==> src/rtl/axi_stream_link_pkg.sv <==
// Shared constants, master state encoding and address bit-reversal helper.
// Latency: n/a (declarations only).
// Backpressure: n/a.
package axi_stream_link_pkg;

  localparam int DATA_W = 32;
  localparam int DEPTH  = 64;
  localparam int ADDR_W = $clog2(DEPTH);

  // Sample count reaches DEPTH once the last word of a frame is latched.
  localparam logic [ADDR_W:0]   CNT_FULL = (ADDR_W + 1)'(DEPTH);
  localparam logic [ADDR_W-1:0] ADDR_MAX = ADDR_W'(DEPTH - 1);

  typedef enum logic [0:0] {
    ST_IDLE    = 1'b0,
    ST_COLLECT = 1'b1
  } mstate_t;

  // Mirror the address bits so a linear index lands on FFT input order.
  function automatic logic [ADDR_W-1:0] bitrev(input logic [ADDR_W-1:0] a);
    logic [ADDR_W-1:0] r;
    r = '0;
    for (int b = 0; b < ADDR_W; b++) begin
      r[b] = a[ADDR_W-1-b];
    end
    return r;
  endfunction

endpackage

==> src/rtl/link_dp_ram.sv <==
// Simple dual-port RAM: synchronous write on port A, registered read on port B.
// Latency: 1 cycle from rd_en/rd_addr sampling edge; same-address collision is read-first.
// Backpressure: none; rd_data holds its last value while rd_en is low.
module link_dp_ram #(
  parameter int W  = 32,
  parameter int AW = 6
) (
  input  logic          clk,
  input  logic          rst,
  input  logic          wr_en,
  input  logic [AW-1:0] wr_addr,
  input  logic [W-1:0]  wr_data,
  input  logic          rd_en,
  input  logic [AW-1:0] rd_addr,
  output logic [W-1:0]  rd_data
);

  logic [W-1:0] mem [2**AW];

  // Port A write; storage is deliberately left unreset.
  always_ff @(posedge clk) begin
    if (wr_en) begin
      mem[wr_addr] <= wr_data;
    end
  end

  // Port B registered read; nonblocking update makes collisions return the old word.
  always_ff @(posedge clk or posedge rst) begin
    if (rst) begin
      rd_data <= '0;
    end else if (rd_en) begin
      rd_data <= mem[rd_addr];
    end
  end

endmodule

==> src/rtl/axi_stream_link.sv <==
// Decimating capture link: forwards every fourth sample of a requested frame into a RAM.
// Latency: sample rise registered at edge N -> t_valid after N+1 -> RAM write on handshake edge.
// Backpressure: one-word holding stage; a new sample arriving while a word is pending is dropped
// and flagged in sticky overflow. Build option BIT_REVERSE_EN bit-reverses the read address.
module axi_stream_link
  import axi_stream_link_pkg::*;
(
  input  logic              clk,
  input  logic              reset_b,
  input  logic [DATA_W-1:0] in_data,
  input  logic              fourth_sample,
  input  logic              send_frame,
  input  logic              rd_en,
  input  logic [ADDR_W-1:0] rd_addr,
  output logic [DATA_W-1:0] rd_data,
  output logic              t_valid,
  output logic [DATA_W-1:0] t_data,
  output logic              t_ready,
  output logic              frame_active,
  output logic              frame_done,
  output logic              overflow
);

  logic              send_q;
  logic              send_prev;
  logic              fs_q;
  logic              fs_prev;
  logic              send_rise;
  logic              fs_rise;
  logic              hs;
  mstate_t           state;
  logic [ADDR_W:0]   sample_cnt;
  logic [ADDR_W-1:0] wr_addr;
  logic              wrap_q;
  logic [ADDR_W-1:0] ram_rd_addr;

  // Register the strobes once, then keep a delayed copy for rise detection.
  always_ff @(posedge clk or posedge reset_b) begin
    if (reset_b) begin
      send_q    <= 1'b0;
      send_prev <= 1'b0;
      fs_q      <= 1'b0;
      fs_prev   <= 1'b0;
    end else begin
      send_q    <= send_frame;
      send_prev <= send_q;
      fs_q      <= fourth_sample;
      fs_prev   <= fs_q;
    end
  end

  assign send_rise = send_q & ~send_prev;
  assign fs_rise   = fs_q & ~fs_prev;
  assign hs        = t_valid & t_ready;

  // Master: collect DEPTH decimated samples per request into a one-word stream stage.
  always_ff @(posedge clk or posedge reset_b) begin
    if (reset_b) begin
      state      <= ST_IDLE;
      sample_cnt <= '0;
      t_valid    <= 1'b0;
      t_data     <= '0;
      overflow   <= 1'b0;
    end else begin
      if (hs) begin
        t_valid <= 1'b0;
      end
      case (state)
        ST_IDLE: begin
          if (send_rise) begin
            state      <= ST_COLLECT;
            sample_cnt <= '0;
          end
        end
        ST_COLLECT: begin
          // A request while collecting is ignored: the frame runs to completion.
          if (fs_rise) begin
            if (t_valid) begin
              overflow <= 1'b1;
            end else begin
              t_data     <= in_data;
              t_valid    <= 1'b1;
              sample_cnt <= sample_cnt + (ADDR_W + 1)'(1);
            end
          end
          if (hs && (sample_cnt == CNT_FULL)) begin
            state <= ST_IDLE;
          end
        end
        default: begin
          state <= ST_IDLE;
        end
      endcase
    end
  end

  assign frame_active = (state == ST_COLLECT);

  // Slave: always ready, advance write pointer per accepted word, flag the wrap.
  always_ff @(posedge clk or posedge reset_b) begin
    if (reset_b) begin
      t_ready    <= 1'b0;
      wr_addr    <= '0;
      wrap_q     <= 1'b0;
      frame_done <= 1'b0;
    end else begin
      t_ready    <= 1'b1;
      wrap_q     <= hs && (wr_addr == ADDR_MAX);
      frame_done <= wrap_q;
      if (hs) begin
        wr_addr <= wr_addr + ADDR_W'(1);
      end
    end
  end

`ifdef BIT_REVERSE_EN
  assign ram_rd_addr = bitrev(rd_addr);
`else
  assign ram_rd_addr = rd_addr;
`endif

  link_dp_ram #(
    .W  (DATA_W),
    .AW (ADDR_W)
  ) u_ram (
    .clk     (clk),
    .rst     (reset_b),
    .wr_en   (hs),
    .wr_addr (wr_addr),
    .wr_data (t_data),
    .rd_en   (rd_en),
    .rd_addr (ram_rd_addr),
    .rd_data (rd_data)
  );

endmodule

==> config.mk <==
export PLATFORM = sky130hd
export DESIGN_NAME = axi_stream_link
export DESIGN_NICKNAME = d
export VERILOG_FILES = /design/src/rtl/axi_stream_link_pkg.sv /design/src/rtl/link_dp_ram.sv /design/src/rtl/axi_stream_link.sv
export SDC_FILE = /design/constraint.sdc
export NUM_CORES = 2
export LEC_CHECK = 0
export ABC_AREA = 0
export ABC_CLOCK_PERIOD_IN_PS = 8000
export BUFFER_PORTS_ARGS = -buffer_cell sky130_fd_sc_hd__buf_2
export CAP_MARGIN = 30
export CELL_PAD_IN_SITES_DETAIL_PLACEMENT = 0
export CELL_PAD_IN_SITES_GLOBAL_PLACEMENT = 2
export CORE_MARGIN = 3
export CORE_UTILIZATION = 55
export CTS_BUF_LIST = sky130_fd_sc_hd__clkbuf_8
export DETAILED_ROUTE_END_ITERATION = 8
export MAX_ROUTING_LAYER = met4
export PLACE_DENSITY = 0.86
export SYNTH_ARGS = -nofsm -noshare
export SYNTH_HDL_FRONTEND = slang
export SYNTH_SLANG_ARGS = --single-unit
==> constraint.sdc <==
create_clock -name clk -period 8 [get_ports clk]
set_clock_uncertainty 0.2 [all_clocks]
set_input_delay 1.6 -clock clk [delete_from_list [all_inputs] [get_ports clk]]
set_output_delay 1.6 -clock clk [all_outputs]
set_load 0.05 [all_outputs]
# Yosys cells after proc, flatten, opt, wreduce, memory -nomap -nowiden
# Memory sizes are Yosys's and may differ from the RTL's. A register that Yosys moved wholly into a read port is not among the register bits.
# Cells that the tools add are included.
[totals]
reg_bits = 55
mem_bits_rw = 2048
in_bits = 43
out_inout_bits = 69
word_cells = 46
mem_count = 1
[op_classes]
addsub = 2
eq_ne = 5
muxes = 13
bitwise = 7
n_reduce_logical = 5
[mem_list]
columns = ["name", "words", "word_bits", "read_ports", "rd_ports_with_merged_regs", "write_ports", "line_no", "source"]
rows = [
  ["u_ram.mem", 64, 32, 1, 1, 1, "link_dp_ram.sv:18", "logic [W-1:0] mem [2**AW];"],
]
[ops]
columns = ["cell", "n"]
rows = [
  ["7-bit two-way mux", 3],
  ["7-bit case mux with 2 select lines", 1],
  ["3-bit AND reduction", 3],
  ["1-bit two-way mux", 8],
  ["7-bit by 1-bit adder with 7-bit output, second input constant", 1],
  ["7-bit == test, second input constant", 1],
  ["6-bit by 1-bit adder with 6-bit output, second input constant", 1],
  ["6-bit == test, second input constant", 1],
  ["2-bit != test, second input constant", 3],
  ["1-bit inverter", 4],
  ["1-bit AND", 3],
  ["1-bit logical AND", 2],
  ["1-bit case mux with 2 select lines", 1],
]

# Depth between registers and ports, before layout
[logic_depth]
ltp_word = 5
ltp_mapped = 9
depth_no_buf = 5

# By module
# A second synthesis with hierarchy kept.
[unflattened]
hier_cells = 4051
hier_area_um2 = 81811.0
[modules_own_cells]
columns = ["mod", "n_inst", "cells_per_inst", "area_each_um2", "seq_area_each_um2"]
rows = [
  ["link_dp_ram", 1, 3834, 79626.4, 62299.8],
  ["axi_stream_link", 1, 217, 2184.6, 1376.3],
]

# Least setup slack after synthesis
# OpenSTA, ideal clock, no wires.
[synth_path]
path_type = "input to register"
from = "input port rd_addr[0]"
to = "register u_ram.rd_data[2] (read register of u_ram.mem)"
setup_time_ns = 0.128
arrival_ns = 3.195
t_required_ns = 7.672
setup_slack_ns = 4.477
path_stages = 8
n_path_buf = 3
cell_sequence = "buf_2 > buf_2 > buf_2 > mux4_2 > mux2i_1 > mux2i_1 > a22oi_1 > o21ai_1"
[synth_lines]
columns = ["item", "line_no", "source"]
rows = [
  ["from (decl)", "axi_stream_link.sv:14", "input logic [ADDR_W-1:0] rd_addr,"],
  ["to (decl)", "link_dp_ram.sv:15", "output logic [W-1:0] rd_data"],
]

==> reports/qor.txt <==
initial antenna violation count: 13
CTS root buf: clkbuf_8
max incr delay on CP: 0.68 ns
post-synthesis net count: 4161
TritonRoute pass-1 iters: 5
internal power: 18.46 mW
Fin. Hold Viols: 0
DRT iter0 DRCs: 5237
clock sinks: 2135
PortBufs: 111
Comb power frac: 11.1%
CTS tree: done
post-synth top area share: 74.50%
CTS resizes: 0
Switching Share: 26.05%
Initial Util: 55.64%
Required @ worst endpoint: 8.67 ns
startpoint types: primary input
Die Span X: 393.4 um
fraction of registers with async set/reset: 4.075%
vias in the first global route: 42760
Final period util: 54.66%
Critical Path, Cell by Cell: buf_8 > buf_4 > buf_4 > mux4_2 > mux2i_1 > mux2i_1 > a22oi_1 > o21ai_1
CTS buffer count: 352
post-place instance area: 0.08638 mm^2
RSZ-0062 raised after global routing: false
synthesized flop and latch total: 2135
number of setup buffers added after CTS: 0
Max VDD drop: 0.2978 mV
Max Cap Viol: 0
count leader, synth: edfxtp_1
Inst Count DP: 6148
Vias: 42790
Clk pin slew, worst setup/hold paths: 0.06 ns
Core Box Area: 0.1484 mm^2
I/O pin count: 112
post-DP HPWL: 116.7 mm
synth top area cells: edfxtp_1 74%, mux4_2 7.9%, mux2i_1 4.3%
Crit Path Category: in -> reg
share of post-route cells with drive strength above 1: 28.15%
Final Cell Area: 0.09281 mm^2
synthesis-to-finish area growth: 12.43%
Synth top cells by count: 2048 x edfxtp_1, 352 x mux2i_1, 288 x mux4_2
Vias/cell: 6.314
first-pass GRT wire length: 312.3 mm
Max FO, Critical Path: 68
Syn Inst Count: 4115
Leak: 30.84 nW
Syn Std Cell Area: 0.08255 mm^2
global-route usage over all layers: 29.36%
DRC: 0
Clk network pwr share: 34.7%
final non-filler cell total: 6777
total routed wirelength: 220.4 mm
Slew Viols, Final: 0
Psw: 6.500 mW
post-route minimum period: 4.373 ns
Die ar.: 0.1548 mm^2
htree depth: 5
fmax: 0.2287 GHz
gpl congestion: 0.8317
Core Util, Final: 62.55%
Die Ht: 393.4 um
routed length per instance: 32.53 um
fin nets: 4554
worst-margin pin slew: 1.066 ns
Yosys cell types: 46
hold-fix buffers at CTS: 0
largest net degree at the start of global routing: 125
fillcell total: 10300
Post-synth EDFFs: 2048
CP endpoint kind: register
status: completed
Sequential Power Share: 54.3%
Worst path slowest cell: buf_4
Final ANT Viol Nets: 0
post-synth top area cell: edfxtp_1
post-synthesis sequential area ratio: 77.13%
final hold slack: 0.1582 ns
CP arrival: 5.04 ns
average size of a mapped cell: 20.06 um^2
CTS Buffer Depth: 4
PD cells: 268.9 mW/mm^2
setup tns final: 0 ns
clock latency on the worst-skew pair: 1.04 ns
Worst slew margin: 28.96%
Top FF cell, synth: edfxtp_1
final setup vio count: 0
Yosys warning total: 0
hold crit path type: reg -> reg
gr ovfl total: 0
row count: 141
==> layout make-up <==
class | instances | area, um^2 | area share [%]
antenna | 8 | 20.02 | 0.02157
clock buffer | 392 | 5395 | 5.813
clock inverter | 221 | 935.9 | 1.008
inverter | 5 | 21.27 | 0.02292
multi-input combinational | 1741 | 18260 | 19.68
sequential | 2135 | 63720 | 68.65
tap | 2002 | 2505 | 2.699
timing repair buffer | 273 | 1956 | 2.107
==> routing by layer <==
layer | share of wire, % | track usage [%] | routed length (um)
met3 | 10 | 6.870 | 22630
met5 | 0 | - | 0
met2 | 47 | 43.70 | 103300
met1 | 40 | 40.79 | 88060
met4 | 2.9 | 9.231 | 6451
==> sequential cells by signal, summed over array words and instances, names as in the netlist, 6 cells and up <==
signal and cells:
sample_cnt 7, t_data 32, u_ram.rd_data 32, wr_addr 6, u_ram.mem 2048
==> worst paths after layout <==
| path | startpoint | cells past startpoint | slack (ns) | to |
|---|---|---|---|---|
| min in group asynchronous | reset_b | 2 | 0.51 | sample_cnt[1] |
| hold reg to reg | wrap_q | 0 | 0.16 | frame_done |
| setup reg to reg | t_valid | 6 | 4.75 | u_ram.mem[3][15] |
| hold / removal | wrap_q | 0 | 0.16 | frame_done |
| max in group asynchronous | reset_b | 3 | 5.59 | t_data[20] |
| setup / recovery | rd_addr[0] | 8 | 3.63 | u_ram.rd_data[19] |
==> metrics by stage <==
step	power, mW	setup slack (ns)
after global routing	25.77	3.324
final	24.96	3.627
after floorplan	15.21	3.950
after detailed placement	16.52	2.436
after global placement	16.42	1.800
after CTS	25.07	3.557
==> critical path: cells and delay by family <==
kind                   cells  cell delay (ns)
buffers and inverters      3             1.88
multiplexers               3             0.86
AO/OA/AOI/OAI              2             0.60
==> cell families (layout without fill, tap and decap cells) <==
group | after synthesis | in the layout | share of synthesized area (%)
and+or+nand+nor | 483 | 483 | 3.136
AOI/OAI and AO/OA | 362 | 362 | 2.749
adders and majority gates | 3 | 3 | 0.04547
DFF | 2135 | 2135 | 77.13
other | 1 | 9 | 0.004543
xor gates and xnor gates | 7 | 7 | 0.07427
buffers and inverters | 239 | 891 | 1.390
muxes | 885 | 885 | 15.47
==> power groups by stage <==
stage / registers, mW / logic [mW] / clock network (mW)
after floorplan: 14.4 / 0.774 / 0
after global placement: 13.8 / 2.66 / 0
after detailed placement: 13.8 / 2.74 / 0
after CTS: 13.5 / 2.74 / 8.79
after global routing: 13.5 / 2.90 / 9.32
final: 13.5 / 2.76 / 8.66
==> layout by cell type, fill, tap and decap left out, types with 4 or more instances in the layout <==
master	synthesis	final
a211oi_1	76	76
a21oi_1	34	34
a22oi_1	32	32
and2b_1	4	4
buf_12	0	12
buf_2	122	109
buf_4	8	148
clkbuf_8	0	393
clkinv_1	0	57
clkinv_2	0	23
clkinvlp_4	0	4
dfrtp_1	87	55
dfrtp_2	0	32
diode_2	0	8
edfxtp_1	2048	2048
inv_1	5	137
mux2_2	244	244
mux2i_1	352	352
mux4_2	288	288
nand2_1	51	50
nand2b_1	35	32
nand3_1	6	6
nor2_1	128	62
nor2_4	0	65
nor2b_1	107	106
nor3_1	44	43
nor4_1	54	52
o21ai_0	44	44
o21ai_1	33	33
o22ai_1	138	138
or4_1	32	32
xnor2_1	4	4
Power figures use the tool's default switching activity.
